$ cat config.mk
export PLATFORM = sky130hd
export DESIGN_NAME = shared_adder_arbiter
export DESIGN_NICKNAME = d
export VERILOG_FILES = /design/src/rtl/shared_adder_arbiter.sv
export SDC_FILE = /design/constraint.sdc
export NUM_CORES = 1
export LEC_CHECK = 0
export ABC_AREA = 1
export BUFFER_PORTS_ARGS = -buffer_cell sky130_fd_sc_hd__buf_2
export CAP_MARGIN = 20
export CORE_UTILIZATION = 45
export CTS_CLUSTER_DIAMETER = 120
export CTS_CLUSTER_SIZE = 12
export DETAILED_ROUTE_END_ITERATION = 12
export GPL_TIMING_DRIVEN = 1
export PLACE_DENSITY = 0.85
export SLEW_MARGIN = 5
export SYNTH_ARGS = -nofsm -noshare
export SYNTH_HDL_FRONTEND = slang
export SYNTH_SLANG_ARGS = --single-unit
$ cat constraint.sdc
create_clock -name clk -period 13.9 [get_ports clk]
set_input_delay 3.475 -clock clk [delete_from_list [all_inputs] [get_ports clk]]
set_output_delay 3.475 -clock clk [all_outputs]
set_load 0.005 [all_outputs]
$ cat src/rtl/shared_adder_arbiter.sv
// shared_adder_arbiter
// Shares one registered adder among NUM_REQ requesters using a round-robin
// arbiter and a valid/ready request handshake. Each accepted operand pair goes
// through two stages. The first stage registers the operands and the tag. The
// second stage registers the widened sum. The result leaves as a one-cycle
// tagged pulse, and the response side has no backpressure.
//
// Ports:
//   clk         rising-edge clock
//   rst         asynchronous active-high reset
//   en          grant enable; when low, no new grants are issued and the pipe drains
//   req_valid   [NUM_REQ]              per-requester request valid
//   req_ready   [NUM_REQ]              combinational grant, one-hot or zero
//   req_a/req_b [NUM_REQ*ADDER_WIDTH]  packed operands, requester i at [i*ADDER_WIDTH +: ADDER_WIDTH]
//   resp_valid  result pulse
//   resp_id     [ID_WIDTH]             owner of the result
//   resp_sum    [ADDER_WIDTH+1]        zero-extended a+b including the carry-out
//   busy        high while either pipeline stage holds a valid entry
module shared_adder_arbiter #(
  parameter int ADDER_WIDTH = 39,
  parameter int NUM_REQ     = 4,
  parameter int ID_WIDTH    = 2
) (
  input  logic                             clk,
  input  logic                             rst,
  input  logic                             en,
  input  logic [NUM_REQ-1:0]               req_valid,
  output logic [NUM_REQ-1:0]               req_ready,
  input  logic [NUM_REQ*ADDER_WIDTH-1:0]   req_a,
  input  logic [NUM_REQ*ADDER_WIDTH-1:0]   req_b,
  output logic                             resp_valid,
  output logic [ID_WIDTH-1:0]              resp_id,
  output logic [ADDER_WIDTH:0]             resp_sum,
  output logic                             busy
);

  logic [ID_WIDTH-1:0]    rr_ptr;
  logic [NUM_REQ-1:0]     grant;
  logic [ID_WIDTH-1:0]    gnt_id;
  logic                   xfer;
  logic [ADDER_WIDTH-1:0] sel_a;
  logic [ADDER_WIDTH-1:0] sel_b;

  logic [ADDER_WIDTH-1:0] a_p1;
  logic [ADDER_WIDTH-1:0] b_p1;
  logic [ID_WIDTH-1:0]    id_p1;
  logic                   vld_p1;

  // Add at full width so that the carry-out lands in the top bit.
  function automatic logic [ADDER_WIDTH:0] add_ext(input logic [ADDER_WIDTH-1:0] x,
                                                   input logic [ADDER_WIDTH-1:0] y);
    return {1'b0, x} + {1'b0, y};
  endfunction

  // The search order is rr_ptr, rr_ptr+1, ... (mod NUM_REQ). Candidates are
  // visited from farthest to nearest, so the nearest valid requester is the
  // last one written and wins.
  always_comb begin
    grant  = '0;
    gnt_id = '0;
    if (en && !rst) begin
      for (int k = NUM_REQ - 1; k >= 0; k--) begin
        for (int i = 0; i < NUM_REQ; i++) begin
          if ((i == (int'(rr_ptr) + k) % NUM_REQ) && req_valid[i]) begin
            grant    = '0;
            grant[i] = 1'b1;
            gnt_id   = ID_WIDTH'(i);
          end
        end
      end
    end
  end

  assign req_ready = grant;
  assign xfer      = |grant;

  always_comb begin
    sel_a = '0;
    sel_b = '0;
    for (int i = 0; i < NUM_REQ; i++) begin
      if (grant[i]) begin
        sel_a = req_a[i*ADDER_WIDTH +: ADDER_WIDTH];
        sel_b = req_b[i*ADDER_WIDTH +: ADDER_WIDTH];
      end
    end
  end

  always_ff @(posedge clk or posedge rst) begin
    if (rst) begin
      rr_ptr <= '0;
    end else if (xfer) begin
      rr_ptr <= (int'(gnt_id) == NUM_REQ - 1) ? '0 : gnt_id + ID_WIDTH'(1);
    end
  end

  // Stage p1: operand register, loaded only on a transfer.
  always_ff @(posedge clk or posedge rst) begin
    if (rst) begin
      a_p1   <= '0;
      b_p1   <= '0;
      id_p1  <= '0;
      vld_p1 <= 1'b0;
    end else begin
      vld_p1 <= xfer;
      if (xfer) begin
        a_p1  <= sel_a;
        b_p1  <= sel_b;
        id_p1 <= gnt_id;
      end
    end
  end

  // Stage p2: sum register. The sum and the tag hold their values between pulses.
  always_ff @(posedge clk or posedge rst) begin
    if (rst) begin
      resp_valid <= 1'b0;
      resp_id    <= '0;
      resp_sum   <= '0;
    end else begin
      resp_valid <= vld_p1;
      if (vld_p1) begin
        resp_id  <= id_p1;
        resp_sum <= add_ext(a_p1, b_p1);
      end
    end
  end

  assign busy = vld_p1 | resp_valid;

endmodule

==> impl_metrics.ini, run 1 <==
[outcome]
outcome = complete, no violations

[floorplanning]
die_area_sq_mm = 0.02110
start_util_pct = 45.79
die_w_microns = 145.3
io_pins = 367
rows = 52
core_sq_mm = 0.02017
die_y_microns = 145.3

[global_route]
overflow = 0
grt_pass1_wl_microns = 54440
grtUsageTotal_pct = 32.97
antenna_found_initial = 3
grt_pass1_vias = 10480
grt_max_degree = 80

[clock_network]
cts-hold-fix-buffers = 0
clockBufferDepth = 2
h-tree-depth = 4
numClockSinks = 126
clk_pin_slew_ns = 0.06
post_cts_resize_count = 0
cts_tree = yes
clk_latency_ns = 0.43
cts_made_buffers = 17
clock-root-buffer = clkbuf_16
cts_setup_buffers = 0

[power]
vdd_drop_max_v = 0.0001074
switchingPower_mw = 1.329
p_int_mw = 1.437
leakage_nw = 5.994
power_density_mw_per_mm2 = 232.6
power_frac_seq_pct = 25.1
power_frac_clock_pct = 19.2
finalPower_mw = 2.766
p_sw_share_pct = 48.04
pwr-share-comb_pct = 55.8

[min_path]
holdCritPathClass = flop to flop

[placement]
dpl_cell_area_sq_mm = 0.01120
gp_congestion = 0.9257
hpwl_microns = 27550
io_buffers = 366
post-place-ws_ns = 5.603

[sta]
setup_tns_ns = 0
fin_hold_ws_ns = 0.4669
rsz0062_at_grt = false
fmax_mhz = 120.9
setup_ws_ns = 5.626
hold_viol = 0
finClkSkew_ns = 0.01615
period_minus_slack_ns = 8.274
min_period_over_period_pct = 59.52
worst_pin_slew_ns = 0.8404
relSlewSlack_pct = 43.91
setup_viol = 0
drv_slew = 0

[synth]
yosys_warnings = 0
syn-num-nets = 1705
synth-edff-count = 0
yosys.area.top_type = dfrtp_1
synth_area_leaders = dfrtp_1 34%, nand2_1 17%, nand3_1 6.9%, nand4_1 6.0%, ha_1 5.3%
synth_top_area_share_pct = 34.14
synthCells = 1346
ys_async_sr_fraction_pct = 100.0
ys_types = 41
yosysSeqAreaShare_pct = 34.14
syn_area_per_cell_sq_um = 6.862
synth-main-ff-cell = dfrtp_1
ys_ff_latch = 126
syn-cell-area_sq_mm = 0.009236

[setup_path]
required_ns = 10.43
start_kind = primary input
critPathKind = primary input to primary output
critPathArrivalTime_ns = 4.80
crit_path_end_kind = primary output
crit_fanout = 33

[final_layout]
syn_to_final_growth_pct = 28.76
final_nets = 2039
fin_area_sq_mm = 0.01189
layout-drive-gt1-share_pct = 25.40

[route]
wire_per_inst_microns = 17.57
vias = 10860
routed_wl_microns = 34540
drt-pass1-iter-count = 6
drc_errors = 0
first_iter_violations = 816
drtAntennaViolNets = 0
vias_per_cell = 5.524

[flow_run]
drv_cap = 0
[kinds of logic after synthesis]
| logic type | share of synthesized area, % |
|---|---|
| AO/OA/AOI/OAI | 15.82 |
| XOR/XNOR | 0.7586 |
| adder cells (fa/ha/maj) | 5.500 |
| buffers and inverters | 8.060 |
| flip-flops | 34.14 |
| AND/OR/NAND/NOR | 35.72 |
[layout make-up]
cell class	count	area [sq um]
fillers	1930	8277
multi-input cells	1041	5355
flip-flops and latches	126	3153
repair buffers	375	1899
clock buffers	19	452.9
inverters	119	451.7
well taps	270	337.8
clock inverters	13	235.2
diodes	3	7.507
[state kept, by name, indices dropped and copies added (netlist names)]
register and cells:
resp_sum 40, a_p1 39, b_p1 39, id_p1 2
resp_id 2, rr_ptr 2, resp_valid 1, vld_p1 1
[stage by stage]
| stage | std cells | util [%] |
|---|---|---|
| 2_1_floorplan | 1346 | - |
| 3_3_place_gp | 1931 | 55.51 |
| 3_5_place_dp | 1931 | 55.51 |
| 4_1_cts | 1963 | 58.93 |
| 5_1_grt | 1966 | 58.96 |
| 6_report | 1966 | 58.96 |
[worst paths after layout]
check | cells after the start | slack [ns] | to | from
setup / recovery | 8 | 5.63 | req_ready[0] | rst
hold / removal | 2 | 0.47 | resp_id[0] | resp_id[0]
setup reg to reg | 12 | 10.38 | rr_ptr[0] | rr_ptr[1]
hold reg to reg | 2 | 0.47 | resp_id[0] | resp_id[0]
max in group asynchronous | 3 | 9.88 | resp_sum[10] | rst
min in group asynchronous | 2 | 3.01 | resp_sum[11] | rst
[power groups by stage]
stage,Clock (mW),Sequential [mW],Combinational [mW]
after floorplan,0,0.640,1.05
after global placement,0,0.695,1.50
after detailed placement,0,0.698,1.51
after CTS,0.533,0.693,1.52
after global routing,0.548,0.712,1.73
final,0.530,0.694,1.54
[routing by layer]
layer | GRT usage, % | vias to the layer above | share of wire (%)
met1 | 44.71 | 5002 | 44
met5 | 0 | - | 0
met3 | 5.063 | 94 | 6.7
li1 | - | 5228 | -
met2 | 51.68 | 537 | 45
met4 | 15.26 | 0 | 4.3
[critical path: stages]
cell and delay, ns:
buf_2 0.12, inv_6 0.24, nand2_1 0.18, inv_1 0.15
nand2_1 0.09, nor2_1 0.12, and3_2 0.25, buf_2 0.13
[synthesized netlist by cell type (7+ instances only)]
cell / count
nand2_1: 413
dfrtp_1: 126
nand4_1: 88
nand3_1: 128
a21oi_1: 48
a21boi_0: 43
xor2_1: 8
a22oi_1: 7
buf_2: 25
a21boi_1: 29
nor2_1: 100
o21ai_0: 60
ha_1: 39
or2_2: 9
a31oi_1: 31
buf_4: 9
inv_1: 115
clkbuf_1: 23
[cell usage in the layout (no fill, tap or decap), types with 39 or more instances in the layout]
master	instances
dfrtp_1	126
inv_1	114
a21boi_0	43
nor2_1	100
nand2_1	413
a21oi_1	48
o21ai_0	60
nand4_1	88
ha_1	39
buf_2	366
nand3_1	128
(Power assumes the default switching activity.)
==> run 2, diff against run 1 <==
--- a/config.mk
+++ b/config.mk
@@ -5,15 +5,16 @@
 export SDC_FILE = /design/constraint.sdc
 export NUM_CORES = 1
 export LEC_CHECK = 0
-export ABC_AREA = 1
+export ABC_AREA = 0
 export BUFFER_PORTS_ARGS = -buffer_cell sky130_fd_sc_hd__buf_2
 export CAP_MARGIN = 20
-export CORE_UTILIZATION = 45
+export CORE_AREA = 2 2 144 146
 export CTS_CLUSTER_DIAMETER = 120
 export CTS_CLUSTER_SIZE = 12
 export DETAILED_ROUTE_END_ITERATION = 12
+export DIE_AREA = 0 0 146 148
 export GPL_TIMING_DRIVEN = 1
-export PLACE_DENSITY = 0.85
+export PLACE_DENSITY = 0.82
 export SLEW_MARGIN = 5
 export SYNTH_ARGS = -nofsm -noshare
 export SYNTH_HDL_FRONTEND = slang
==> constraint.sdc (replaced) <==
create_clock -name clk -period 7.4 [get_ports clk]
set_input_delay 1.85 -clock clk [delete_from_list [all_inputs] [get_ports clk]]
set_output_delay 1.85 -clock clk [all_outputs]
set_load 0.005 [all_outputs]
==> run 2 against run 1 <==
  * Worst setup slack worse by 3.5 ns
  * Highest routed layer unchanged
  * Count of clock-buffer cells in the layout unchanged
  * First-iteration DRC count down 28%
==> impl_metrics.ini, run 2 <==
[final_layout]
syn_to_final_growth_pct = 33.04
antennaDiodeCount = 0
fillers = 1835
layout_common_cells = 366 x buf_2, 152 x a22oi_1, 125 x dfrtp_1, 109 x nand2_1, 79 x nand3_1
regArea_sq_mm = 0.003154
regMostFlops = resp_sum
layout-drive-gt1-share_pct = 38.46
multi_input_area_sq_mm = 0.004533
final_common_cell = buf_2
final_nets = 1550
top_regs = resp_sum (40), a_p1 (39), b_p1 (39)
largest_register_ff_count = 40

[synth]
yosys.area.top_type = dfrtp_1
syn_area_per_cell_sq_um = 9.310
synth_top_area_share_pct = 39.61
ys_ff_latch = 126
synthCells = 855
ys_types = 69
yosys_warnings = 0
synth-main-ff-cell = dfrtp_1
ys_async_sr_fraction_pct = 100.0
yosysMostFrequentCell = a22oi_1
yosysSeqAreaShare_pct = 39.61
synth-edff-count = 0
synth_area_leaders = dfrtp_1 40%, a22oi_1 14%, ha_1 6.1%, nand2_1 5.1%, nand3_1 5.0%
syn-num-nets = 1214
synth_top_cells_by_count = 152 x a22oi_1, 126 x dfrtp_1, 109 x nand2_1
syn-cell-area_sq_mm = 0.007960

[route]
first_iter_violations = 585
vias_per_cell = 5.602
vias = 8258
drc_errors = 0
drt-pass1-iter-count = 8
routed_wl_microns = 25920
wire_per_inst_microns = 17.59
drtAntennaViolNets = 0

[sta]
setup_ws_ns = 2.133
period_minus_slack_ns = 5.267
relSlewSlack_pct = 38.44
rsz0062_at_grt = false
setup_tns_ns = 0
min_period_over_period_pct = 71.17
hold_viol = 0
fmax_mhz = 189.9
worst_pin_slew_ns = 0.9233
setup_viol = 0
finClkSkew_ns = 0.01218
drv_slew = 0

[floorplanning]
core_sq_mm = 0.02004
die_w_microns = 146
rows = 52
io_pins = 367
die_y_microns = 148
die_area_sq_mm = 0.02161
start_util_pct = 39.72

[setup_path]
start_kind = primary input
required_ns = 5.55
critPathArrivalTime_ns = 3.42
crit_fanout = 41
regToRegSetupSlack_ns = 3.96
crit_start = req_valid[3]
crit_path_end_kind = primary output
critPathKind = primary input to primary output
r2r-start = rr_ptr[1]

[clock_network]
numClockSinks = 126
clk_pin_slew_ns = 0.06
cts_setup_buffers = 0
post_cts_resize_count = 0
clk_latency_ns = 0.41
h-tree-depth = 4
cts-hold-fix-buffers = 0
cts_tree = yes
clockBufferDepth = 2
clock-root-buffer = clkbuf_16
cts_made_buffers = 17

[global_route]
grt_max_degree = 82
overflow = 0
antenna_found_initial = 0
grt_pass1_wl_microns = 40800
grtUsageTotal_pct = 23.60
grt_pass1_vias = 7966

[min_path]
min-delay-start = resp_sum[4]
holdCritPathClass = flop to flop

[flow_run]
drv_cap = 0

[placement]
post-place-ws_ns = 2.160
hpwl_microns = 19170
gp_congestion = 0.8696
io_buffers = 366

[outcome]
outcome = complete, no violations

[power]
power_density_mw_per_mm2 = 423.0
vdd_drop_max_v = 0.0001897
leakage_nw = 5.291
-- run 2: layout make-up --
type,count,share of cell area (%)
multi-input cells,659,42.80
clock inverters,13,1.796
inverters,14,0.5435
well taps,270,3.190
clock buffers,19,4.088
flip-flops and latches,126,29.78
repair buffers,373,17.79
-- run 2: routing by layer --
metal / track usage (%) / vias up / part of all wire (%)
met3: 5.957 / 32 / 6.7
met5: 0 / - / 0
met1: 28.99 / 3938 / 41
met4: 4.951 / 0 / 1.4
li1: - / 3919 / -
met2: 42.12 / 369 / 51
-- run 2: logic make-up (layout without fill, tap and decap cells) --
kind of cell    after synthesis  count (layout)  share of synthesized area [%]
simple gates                253             253                          14.92
xor+xnor                     31              31                          3.411
buf+inv                      70             419                          3.662
fa+ha+maj                    40              40                          6.382
compound gates              301             301                          27.24
flops                       126             126                          39.61
mux                          34              34                          4.778
-- run 2: final timing paths --
check | to | depth (start not counted)
max reg2reg | a_p1[1] | 9
min reg2reg | resp_sum[4] | 1
min in group asynchronous | b_p1[0] | 2
max in group asynchronous | b_p1[19] | 3
max | req_ready[1] | 6
min | resp_sum[4] | 1
-- run 2: power breakdown --
| group | switching (mW) | leakage, nW | internal (mW) | total [mW] |
|---|---|---|---|---|
| Sequential | 0.229 | 1.54 | 1.03 | 1.26 |
| Clock | 0.312 | 0.290 | 0.566 | 0.878 |
| Combinational | 1.28 | 3.46 | 1.06 | 2.34 |
| Total | 1.82 | 5.29 | 2.66 | 4.48 |
-- run 2: stage by stage --
stage	util [%]	instances	hold slack (ns)	total power [mW]	instance area (sq um)
6_report	52.85	1474	0.4794	4.480	10590
3_5_place_dp	49.74	1442	0.4707	3.592	9967
5_1_grt	52.85	1474	0.5095	4.843	10590
2_1_floorplan	-	855	0.4263	2.921	7960
4_1_cts	52.85	1474	0.4837	4.504	10590
3_3_place_gp	49.74	1442	0.4647	3.514	9967
-- run 2: critical path, stage by stage --
cell	delay, ns
buf_2	0.14
nor2_1	0.11
nor2_1	0.06
o21ai_0	0.21
and3_2	0.81
buf_2	0.24
